## src/rtl/i2c_scl_timer.sv

```systemverilog
`default_nettype none
// ============================================================================
// Module      : i2c_scl_timer
// Description : I2C master SCL timebase. Each SCL cycle is split into four
//               quarter phases of P clk cycles each. SCL is pulled low in
//               phases 0-1 and released in phases 2-3. The slave may hold
//               the bus low and stretch phase 2.
// Ports       : clk           - single clock, rising-edge active
//               reset         - asynchronous, active-low
//               enable        - 1 = run SCL cycles, 0 = idle with SCL released
//               quarterPeriod - clk cycles per quarter SCL cycle (0 acts as 1)
//               stretchEn     - 1 = honour slave clock stretching
//               sclIn         - sensed bus SCL level (asynchronous)
//               sclOut        - SCL drive (0 = pull low, 1 = release)
//               phase         - current quarter phase 0..3
//               quarterTick   - one-clk pulse at the end of each quarter
//               cycleDone     - one-clk pulse at the 3->0 phase wrap
//               stretching    - 1 while phase 2 is held by a low bus SCL
// Revision    : 1.0 - initial release
// ============================================================================
module i2c_scl_timer #(
    parameter int CNT_WIDTH      = 16,
    parameter int PERIOD_DEFAULT = 250
) (
    input  logic                 clk,
    input  logic                 reset,
    input  logic                 enable,
    input  logic [CNT_WIDTH-1:0] quarterPeriod,
    input  logic                 stretchEn,
    input  logic                 sclIn,
    output logic                 sclOut,
    output logic [1:0]           phase,
    output logic                 quarterTick,
    output logic                 cycleDone,
    output logic                 stretching
);

    localparam logic [1:0]           c_PH0        = 2'd0;
    localparam logic [1:0]           c_PH2        = 2'd2;
    localparam logic [1:0]           c_PH3        = 2'd3;
    localparam logic [CNT_WIDTH-1:0] c_ONE        = CNT_WIDTH'(1);
    localparam logic [CNT_WIDTH-1:0] c_PERIOD_RST = CNT_WIDTH'(PERIOD_DEFAULT);

    logic                 r_sync1;
    logic                 r_sync2;
    logic                 r_running;
    logic [CNT_WIDTH-1:0] r_counter;
    logic [CNT_WIDTH-1:0] r_period;
    logic [1:0]           r_phase;
    logic                 r_sclOut;
    logic                 r_tick;
    logic                 r_done;
    logic                 r_stretch;

    logic [CNT_WIDTH-1:0] w_qpSafe;
    logic                 w_hold;
    logic                 w_expire;
    logic                 w_wrap;
    logic [1:0]           w_nextPhase;

    // A zero quarter period would never expire cleanly; treat it as one.
    assign w_qpSafe    = (quarterPeriod == '0) ? c_ONE : quarterPeriod;
    // Phase 2 is held while the bus is still seen low (slave stretching).
    assign w_hold      = (r_phase == c_PH2) && stretchEn && !r_sync2;
    // The >= compare also bounds the counter below its all-ones wrap.
    assign w_expire    = !w_hold && (r_counter >= r_period);
    assign w_wrap      = w_expire && (r_phase == c_PH3);
    assign w_nextPhase = r_phase + 2'd1;

    // Bus SCL synchroniser; idles high like a released bus.
    always_ff @(posedge clk or negedge reset) begin
        if (!reset) begin
            r_sync1 <= 1'b1;
            r_sync2 <= 1'b1;
        end else begin
            r_sync1 <= sclIn;
            r_sync2 <= r_sync1;
        end
    end

    always_ff @(posedge clk or negedge reset) begin
        if (!reset) begin
            r_running <= 1'b0;
            r_counter <= c_ONE;
            r_period  <= c_PERIOD_RST;
            r_phase   <= c_PH0;
            r_sclOut  <= 1'b1;
            r_tick    <= 1'b0;
            r_done    <= 1'b0;
            r_stretch <= 1'b0;
        end else if (!enable) begin
            // Idle: release SCL and park at the start of phase 0.
            r_running <= 1'b0;
            r_counter <= c_ONE;
            r_phase   <= c_PH0;
            r_sclOut  <= 1'b1;
            r_tick    <= 1'b0;
            r_done    <= 1'b0;
            r_stretch <= 1'b0;
        end else if (!r_running) begin
            // First enabled edge: latch the period and pull SCL low at once.
            r_running <= 1'b1;
            r_counter <= c_ONE;
            r_period  <= w_qpSafe;
            r_phase   <= c_PH0;
            r_sclOut  <= 1'b0;
            r_tick    <= 1'b0;
            r_done    <= 1'b0;
            r_stretch <= 1'b0;
        end else begin
            r_tick    <= w_expire;
            r_done    <= w_wrap;
            r_stretch <= w_hold;
            if (w_hold) begin
                r_counter <= c_ONE;
            end else if (w_expire) begin
                r_counter <= c_ONE;
                r_phase   <= w_nextPhase;
                r_sclOut  <= w_nextPhase[1];
                // The new period takes effect only from the next SCL cycle.
                if (w_wrap) begin
                    r_period <= w_qpSafe;
                end
            end else begin
                r_counter <= r_counter + c_ONE;
            end
        end
    end

    assign sclOut      = r_sclOut;
    assign phase       = r_phase;
    assign quarterTick = r_tick;
    assign cycleDone   = r_done;
    assign stretching  = r_stretch;

endmodule
`default_nettype wire

```

## config.mk

```make
export PLATFORM = sky130hd
export DESIGN_NAME = i2c_scl_timer
export DESIGN_NICKNAME = d
export VERILOG_FILES = /design/src/rtl/i2c_scl_timer.sv
export SDC_FILE = /design/constraint.sdc
export NUM_CORES = 1
export LEC_CHECK = 0
export ABC_AREA = 0
export CORE_MARGIN = 3
export CORE_UTILIZATION = 25
export CTS_CLUSTER_SIZE = 12
export DETAILED_ROUTE_END_ITERATION = 8
export PLACE_DENSITY = 0.5
export SLEW_MARGIN = 10
export SYNTH_ARGS = -nofsm -noshare
export SYNTH_HDL_FRONTEND = slang
export SYNTH_SLANG_ARGS = --single-unit
```

## constraint.sdc

```tcl
create_clock -name clk -period 3.95 [get_ports clk]
set_input_delay 1.185 -clock clk [delete_from_list [all_inputs] [get_ports clk]]
set_output_delay 1.185 -clock clk [all_outputs]
set_load 0.02 [all_outputs]
```

# Word level (Yosys, flattened, before mapping)
# Index checks and enable logic that the tools add are counted.
# Widths: inputs -> output; s select.
[totals] ff_bits=41 inputBits=21 out_inout_bits=6 wordCells=53
[classes] addsub=2 order_cmp=1 eq_ne=7 muxes=24 reduce_logical=9
[ops] operator="$mux 16" count=9
[ops] operator="$add 16x1->16 const B" count=1
[ops] operator="$ge 16x16->1" count=1
[ops] operator="$logic_not 16->1" count=1
[ops] operator="$mux 1" count=11
[ops] operator="$mux 2" count=4
[ops] operator="$eq 2x2->1 const B" count=2
[ops] operator="$logic_and 1x1->1" count=4
[ops] operator="$ne 2x1->1 const B" count=2
[ops] operator="$reduce_and 4->1" count=1
[ops] operator="$ne 3x2->1 const B" count=1
[ops] operator="$ne 3x3->1 const B" count=1
[ops] operator="$add 2x1->2 const B" count=1
[ops] operator="$logic_not 1->1" count=2
[ops] operator="$ne 2x2->1 const B" count=1
[ops] operator="$reduce_and 2->1" count=1

# Logic depth before layout (Yosys ltp)
# Gate-level depths: netlist of the first run.
[depth] word_depth=10 depth_mapped=9 depth_no_buf=8

# Worst setup path before layout of the first run
# Ideal clock, no wire load.
[synth_path] kind="flip-flop to flip-flop" start="register r_counter[13]" end="register r_period[0]" arrival_time_ns=2.495 required_ns=3.825 setup_slack_ns=1.330 path_stages_with_launch=9 path_buffers=1 period_less_slack_ns=2.620 path_cell_list="dfrtp_1 -> ha_1 -> a21o_1 -> a21o_1 -> a2111oi_2 -> a31oi_4 -> a31oi_4 -> buf_6 -> mux2_4"
[synth_between] elab_chain_len=5 word_cells_on_any_way=6
[synth_lines] element="start, declared" line="47" rtl="logic [CNT_WIDTH-1:0] r_counter;"
[synth_lines] element="start signal, assigned" line="84" rtl="r_counter <= c_ONE;"
[synth_lines] element="start signal, assigned" line="94" rtl="r_counter <= c_ONE;"
[synth_lines] element="start signal, assigned" line="103" rtl="r_counter <= c_ONE;"
[synth_lines] element="$ge 16x16->1 (*)" line="66" rtl="assign w_expire = !w_hold && (r_counter >= r_period);"
[synth_lines] element="$logic_and 1x1->1 (*)" line="66"
[synth_lines] element="$logic_and 1x1->1" line="67" rtl="assign w_wrap = w_expire && (r_phase == c_PH3);"
[synth_lines] element="$ne 2x1->1 (no source line)"
[synth_lines] element="$reduce_and 4->1 (no source line) (*)"
[synth_lines] element="end signal, assigned" line="85" rtl="r_period <= c_PERIOD_RST;"
[synth_lines] element="end signal, assigned" line="104" rtl="r_period <= w_qpSafe;"
[synth_lines] element="end signal, assigned" line="122" rtl="r_period <= w_qpSafe;"
[synth_lines] element="end, declared" line="48" rtl="logic [CNT_WIDTH-1:0] r_period;"
# Mark *: on every way between the ends. The rest lies on a longest branch, timed or not.
# A chain may end at the register's enable or synchronous reset.

# Worst setup path after layout of the first run
[layout_path] start="register r_counter[0]" end="register r_period[8]"
# The elaborated chain is that of the path after synthesis.

==> flow_summary.ini, run 1 <==
[placed_design]
placed_cells = 323
gp_congestion = 0.6993
hpwl_mm = 3.305
io_buffers = 26

[synthesis]
synth-async-reset-ratio = 1.000
synth_top_area_cell = dfrtp_1
yosysWarnings = 0
synthCells = 193
synth_area_mm2 = 0.002180
ys_types = 35
ys_seq_area_frac = 0.4765
syn_avg_cell_area_um2 = 11.29
synth_ff_type = dfrtp_1
synth_nets = 233
synth_top_area_frac = 0.3559
synth-seq-cells = 41
netlist_top_cells_area = dfrtp_1 36%, dfstp_2 12%, ha_1 11%
synth-edff-count = 0

[timing]
rsz0062_at_grt = no
layout_min_cycle_time_ns = 3.146
hold_viol = 0
tns_ns = 0
hold_ws_ns = 0.3576
fmax_mhz = 317.9
finClkSkew_ns = 0.005405
worstMarginPinSlew_ns = 0.9292
timing.slew.headroom = 0.3805
report.final.slew_viol_count = 0
min_period_over_period = 0.7964
setup_viol_count_final = 0

[worst_setup_path]
required_ns = 4.13
crit_path_max_fanout = 16
r2r_setup_slack_ns = 0.80
setup.worst_path.class = reg -> reg
crit_path_start = r_counter[0]
r2r_start = r_counter[0]
critPathCaptureType = register
worstReg2RegEnd = r_period[8]
worstRegToRegCells = 8
critical_path_arrival_ns = 3.32
endpoint = r_period[8]
startpoint_type = register

[floorplanning]
die_area_mm2 = 0.009874
io_pins = 27
core.rowCount = 33
die_w_um = 99.37
die_h_um = 99.37
core_mm2 = 0.008341
initial_utilization = 0.2613

[finish]
area_delta_synth_final_pct = 22.04
utilization = 0.3189
drive_gt1_frac = 0.1903
nFillCells = 868
final_nets = 265
diodes = 0
register_area_mm2 = 0.001039
final_cells = 331
multi_input_area_mm2 = 0.001051

[route]
via_per_inst = 4.293
drcViolationCount = 0
drt-total-wl_mm = 4.315
drtIter0Drc = 25
drt_first_pass_iters = 4
ant_nets = 0
wl_per_cell_um = 13.04
vias = 1421

[pwr]
p_leak_nw = 1.242
irDropWorstVdd_mv = 0.1315
power.density_mw_per_mm2 = 337.6

[clock_tree]
clock_latency_ns = 0.29
cts_buffer_depth = 2
htree_levels = 2
postCtsResizedCells = 0
cts_made_buffers = 5
ctsHoldBuffers = 0
cts_root_buf = clkbuf_8
cts_setup_buffers = 0
cts.sinks = 41
cts_tree = done
clkTransAtPathRegs_ns = 0.08

[worst_hold_path]
whs_path_depth = 0
hp-class = reg -> reg

[run]
maxCapViolCount = 0

[global_routing]
grt_pass1_wl_mm = 7.431
overflow = 0
grt_max_degree = 42
grt_usage = 0.09512
antenna_found_initial = 0
grt_pass1_vias = 1522

[outcome]
outcome = completed
-- Yosys cell counts (all sizes together), types with 5 or more instances --
master	count
mux2	16
nor2	22
dfstp	10
xor2	10
nand3	7
and3	5
inv	20
nand2	11
ha	19
xnor2	5
dfrtp	31
-- layout by cell type (no fill, tap or decap), types with 2 or more instances in the layout --
master,count
ha_1,19
xor2_1,10
o21ai_0,2
mux2_2,6
clkdlybuf4s50_1,25
mux2_4,10
dfstp_2,10
a31oi_4,2
nor2_1,22
xnor2_1,5
nor4_1,3
clkbuf_8,7
nor2b_1,2
nand3_1,7
nor3_1,3
and3_1,5
a21oi_1,3
or2_2,3
a21o_1,3
inv_1,20
dfrtp_1,31
nand4_1,2
nand2_1,11
-- cell type report --
cell class	count	share of cell area
multi-input combinational	130	0.3951
clock inverter	1	0.001881
timing repair buffer	27	0.09878
clock buffer	7	0.03622
tap	105	0.04939
inverter	20	0.02822
sequential	41	0.3904
-- registers in the layout (all words and copies together) (netlist names) --
name,cells
r_period,16
r_sync1,1
r_running,1
r_sync2,1
r_counter,16
quarterTick,1
sclOut,1
phase,2
stretching,1
cycleDone,1
-- power by group --
| group | internal [W] | switching [W] |
|---|---|---|
| registers | 0.000456 | 0.0000173 |
| logic | 0.0000683 | 0.0000551 |
| clock network | 0.000158 | 0.000143 |
-- per-stage QoR --
step           worst slack, ns  area [µm²]  total power (W)
4_1_cts                 0.8301        2660        0.0009128
3_5_place_dp            0.7094        2559        0.0006055
3_3_place_gp            0.7538        2559        0.0006028
5_1_grt                 0.6961        2660        0.0009475
2_1_floorplan            1.330        2180        0.0005517
6_report                0.8041        2660        0.0008981
-- cells by family after synthesis --
family          synth area share
simple gates              0.1406
buf+inv                  0.04133
fa+ha+maj                 0.1091
compound gates           0.06774
mux                       0.1045
xor+xnor                 0.06027
flops                     0.4765
-- critical path, stage by stage, from the launching register on --
cell and delay, ns:
dfstp_2 0.57, inv_1 0.06, ha_1 0.27, nand2b_1 0.14, a2111oi_0 0.55, or3_4 0.26, a31oi_4 0.13, a31oi_4 0.65
mux2_2 0.41
-- worst min path at each step --
| stage | start | end |
|---|---|---|
| 6_report | r_sync1 | r_sync2 |
| 5_1_grt | r_sync1 | r_sync2 |
| 4_1_cts | r_sync1 | r_sync2 |
| 3_5_place_dp | r_sync1 | r_sync2 |
| 3_3_place_gp | r_sync1 | r_sync2 |
| 2_1_floorplan | r_sync1 | r_sync2 |
-- routing by layer --
metal	global-route usage	part of all wire	vias to the layer above
met5	0	0	-
met3	0.03086	0.040	4
li1	-	-	720
met4	0.01891	0.0053	0
met2	0.1462	0.44	22
met1	0.1317	0.52	675
Power figures use the tool's default switching activity.
==> run 2, diff against run 1 <==
PLACE_DENSITY = 0.52   (was 0.5)
clock period = 2.85 ns   (was 3.95 ns; I/O delays follow)
==> flow_summary.ini, run 2 (synthesis gave the netlist of run 1 again) <==
[outcome]
outcome = completed

[pwr]
p_leak_nw = 1.266
power.clock.fraction = 0.362
seqPwrFrac = 0.504
combPwrFrac = 0.134
p_sw_w = 0.0003129
switching_share = 0.2402
irDropWorstVdd_mv = 0.1929
cell_internal_pwr_w = 0.0009900
power.density_mw_per_mm2 = 481.6

[route]
drt_first_pass_iters = 3
drcViolationCount = 0
drt-total-wl_mm = 4.494
ant_nets = 0
via_per_inst = 4.330
drtIter0Drc = 19
wl_per_cell_um = 13.38
vias = 1455

[placed_design]
hpwl_mm = 3.405
io_buffers = 26
gp_congestion = 0.8030
placed_cells = 328

[finish]
final_nets = 270
nFillCells = 865
diodes = 0
area_delta_synth_final_pct = 24.11
final_cells = 336
drive_gt1_frac = 0.2035
final_common_cell = dfrtp_1
layout_common_cells = 31 x dfrtp_1, 25 x clkdlybuf4s50_1, 22 x nor2_1

[timing]
fmax_mhz = 372.6
rsz0062_at_grt = no
setup_viol_count_final = 0
layout_min_cycle_time_ns = 2.684
report.final.slew_viol_count = 0
timing.slew.headroom = 0.4280
finClkSkew_ns = 0.01216
min_period_over_period = 0.9416
hold_viol = 0
worstMarginPinSlew_ns = 0.8581
tns_ns = 0

[floorplanning]
core_mm2 = 0.008341
die_h_um = 99.37
core.rowCount = 33
io_pins = 27
die_area_mm2 = 0.009874
die_w_um = 99.37
initial_utilization = 0.2613

[global_routing]
grt_usage = 0.09608
grt_pass1_vias = 1528
antenna_found_initial = 0
overflow = 0
grt_pass1_wl_mm = 7.500
grt_max_degree = 40

[worst_setup_path]
crit_path_max_fanout = 9
critPathCaptureType = register
critical_path_arrival_ns = 2.86
startpoint_type = register
setup.worst_path.class = reg -> reg
required_ns = 3.02

[clock_tree]
cts_root_buf = clkbuf_8
cts_tree = done
cts_setup_buffers = 0
cts_made_buffers = 5
clkTransAtPathRegs_ns = 0.08
clock_latency_ns = 0.29
cts.sinks = 41
cts_buffer_depth = 2
htree_levels = 2

[run]
maxCapViolCount = 0

[worst_hold_path]
hp-class = reg -> reg
[run 2: changes by cell type in the layout (fill, tap and decap cells not counted), sizes merged]
cell / previous run / this run
clkbuf: 7 / 6
bufinv: 0 / 1
buf: 2 / 7
[run 2: power by group through the flow]
stage	clock [W]	sequential (W)	combinational (W)
final	0.000471	0.000656	0.000175
after global routing	0.000506	0.000662	0.000200
after CTS	0.000486	0.000657	0.000180
after detailed placement	0	0.000667	0.000178
after global placement	0	0.000666	0.000176
after floorplan	0	0.000660	0.000105
[run 2: repair_timing]
item                       CTS  global route
setup endpoints to repair    0            16
hold endpoints to repair     0             0
hold buffers                 0             0
resized for setup            0             1
[run 2: worst max-delay path: stages, from the launching register on]
cell,delay [ns]
dfstp_2,0.57
inv_1,0.07
ha_1,0.27
nand2b_1,0.14
a2111oi_1,0.44
or3_4,0.22
a31oi_4,0.10
a31oi_4,0.20
buf_4,0.23
mux2_4,0.32
[run 2: through the flow]
step	setup slack, ns	utilization	power [W]	hold slack, ns	cell area (µm²)
floorplan	0.2296	-	0.0007646	0.3452	2180
global placement	0.1153	0.3113	0.0008419	0.3479	2596
detailed placement	0.08594	0.3113	0.0008459	0.3478	2596
CTS	0.04517	0.3242	0.001323	0.3589	2704
global route	0.002312	0.3243	0.001367	0.3617	2705
finish	0.1665	0.3243	0.001303	0.3577	2705
[run 2: metal layers]
layer	global-route usage	up-vias	part of all wire
li1	-	726	-
met1	0.1314	701	0.49
met2	0.1503	23	0.46
met3	0.02595	5	0.039
met4	0.02521	0	0.0071
met5	0	-	0
[run 2: worst paths after layout]
kind	endpoint	cells after the start	from	slack, ns
worst min-delay path	r_sync2	0	r_sync1	0.36
worst max-delay path	r_period[2]	9	r_counter[0]	0.17
worst min register to register	r_sync2	0	r_sync1	0.36
min in group asynchronous	r_counter[13]	1	reset	0.67
max in group asynchronous	r_period[4]	2	reset	1.50
worst max register to register	r_period[2]	9	r_counter[0]	0.17
[run 2: cell type report]
type | count | area (µm²) | area share
multi-input cells | 130 | 1052 | 0.3890
flip-flops and latches | 41 | 1039 | 0.3839
repair buffers | 32 | 300.3 | 0.1110
well taps | 105 | 131.4 | 0.04857
inverters | 20 | 75.07 | 0.02775
clock buffers | 6 | 72.57 | 0.02683
clock inverters | 2 | 35.03 | 0.01295
==> run 3, diff against run 2 <==
CORE_MARGIN = 5   (was 3)
==> flow_summary.ini, run 3 (synthesis gave the netlist of run 1 again) <==
[worst_setup_path]
startpoint_type = register
required_ns = 3.03
crit_path_max_fanout = 9
critical_path_arrival_ns = 2.91
setup.worst_path.class = reg -> reg
r2r_setup_slack_ns = 0.13
critPathCaptureType = register

[clock_tree]
clock_latency_ns = 0.29
cts.sinks = 41
cts_setup_buffers = 0
clkTransAtPathRegs_ns = 0.08
cts_tree = done
postCtsResizedCells = 0
cts_buffer_depth = 2
cts_made_buffers = 5
ctsHoldBuffers = 0
cts_root_buf = clkbuf_8
htree_levels = 2

[route]
via_per_inst = 4.363
drt_first_pass_iters = 4
drt-total-wl_mm = 4.511
drtIter0Drc = 50
drcViolationCount = 0
vias = 1479
wl_per_cell_um = 13.31
ant_nets = 0

[timing]
hold_viol = 0
setup_viol_count_final = 0
layout_min_cycle_time_ns = 2.724
fmax_mhz = 367.1
timing.slew.headroom = 0.4146
tns_ns = 0
finClkSkew_ns = 0.004171
report.final.slew_viol_count = 0
rsz0062_at_grt = no
min_period_over_period = 0.9558
worstMarginPinSlew_ns = 0.8781

[finish]
final_nets = 270
diodes = 0
nFillCells = 913
area_delta_synth_final_pct = 23.13
layout_common_cells = 31 x dfrtp_1, 25 x clkdlybuf4s50_1, 22 x nor2_1
final_cells = 339
drive_gt1_frac = 0.2035
final_common_cell = dfrtp_1
utilization = 0.3123

[global_routing]
grt_pass1_wl_mm = 7.555
grt_usage = 0.09116
antenna_found_initial = 0
grt_max_degree = 40
grt_pass1_vias = 1537
overflow = 0

[pwr]
finalPower_w = 0.001201
p_leak_nw = 1.256
irDropWorstVdd_mv = 0.1699
power.density_mw_per_mm2 = 447.4

[floorplanning]
core_mm2 = 0.008593
die_w_um = 103.4
die_h_um = 103.4
core.rowCount = 34
die_area_mm2 = 0.01069
initial_utilization = 0.2536
io_pins = 27

[outcome]
outcome = completed

[placed_design]
hpwl_mm = 3.481
io_buffers = 26
gp_congestion = 0.7780
placed_cells = 331

[worst_hold_path]
hp-class = reg -> reg

[run]
maxCapViolCount = 0
==> run 3: layer usage <==
layer  up-vias  share of wire  track usage
met4         0          0.011      0.02689
met5         -              0            0
met3         7          0.055      0.02683
li1        730              -            -
met2        28           0.45       0.1377
met1       714           0.49       0.1260
==> run 3: worst paths after layout <==
kind	end	start	depth (start not counted)
hold reg to reg	r_sync2	r_sync1	0
min in group asynchronous	r_counter[11]	reset	1
setup reg to reg	r_period[0]	r_counter[0]	9
max in group asynchronous	sclOut	reset	2
hold / removal	r_sync2	r_sync1	0
setup / recovery	r_period[0]	r_counter[0]	9
==> run 3: where the power goes <==
part | total (W) | leakage (nW) | internal [W] | switching, W
Clock | 0.000367 | 0.0450 | 0.000170 | 0.000197
Sequential | 0.000655 | 0.513 | 0.000632 | 0.0000232
Combinational | 0.000178 | 0.698 | 0.0000982 | 0.0000800
==> run 3: critical path, cell delays in order, from the launching register on <==
cell       delay, ns
dfstp_2         0.57
inv_1           0.06
ha_1            0.28
nand2b_1        0.14
a2111oi_1       0.49
or3_4           0.23
a31oi_4         0.10
a31oi_4         0.20
buf_4           0.23
mux2_4          0.31
==> run 3: metrics by stage <==
stage	instance area [µm²]	hold WS [ns]	worst slack [ns]
final	2684	0.3572	0.1259
after global routing	2684	0.3628	0.02931
after floorplan	2180	0.3452	0.2296
after detailed placement	2600	0.3468	0.1092
after global placement	2600	0.3462	0.07423
after CTS	2683	0.3587	0.07976
==> run 3: cell type report <==
| type | count | area (µm²) | share of cell area |
|---|---|---|---|
| clock buffer | 6 | 72.57 | 0.02704 |
| clock inverter | 2 | 10.01 | 0.003730 |
| inverter | 20 | 75.07 | 0.02797 |
| multi-input combinational | 130 | 1052 | 0.3921 |
| sequential | 41 | 1039 | 0.3869 |
| tap | 108 | 135.1 | 0.05035 |
| timing repair buffer | 32 | 300.3 | 0.1119 |
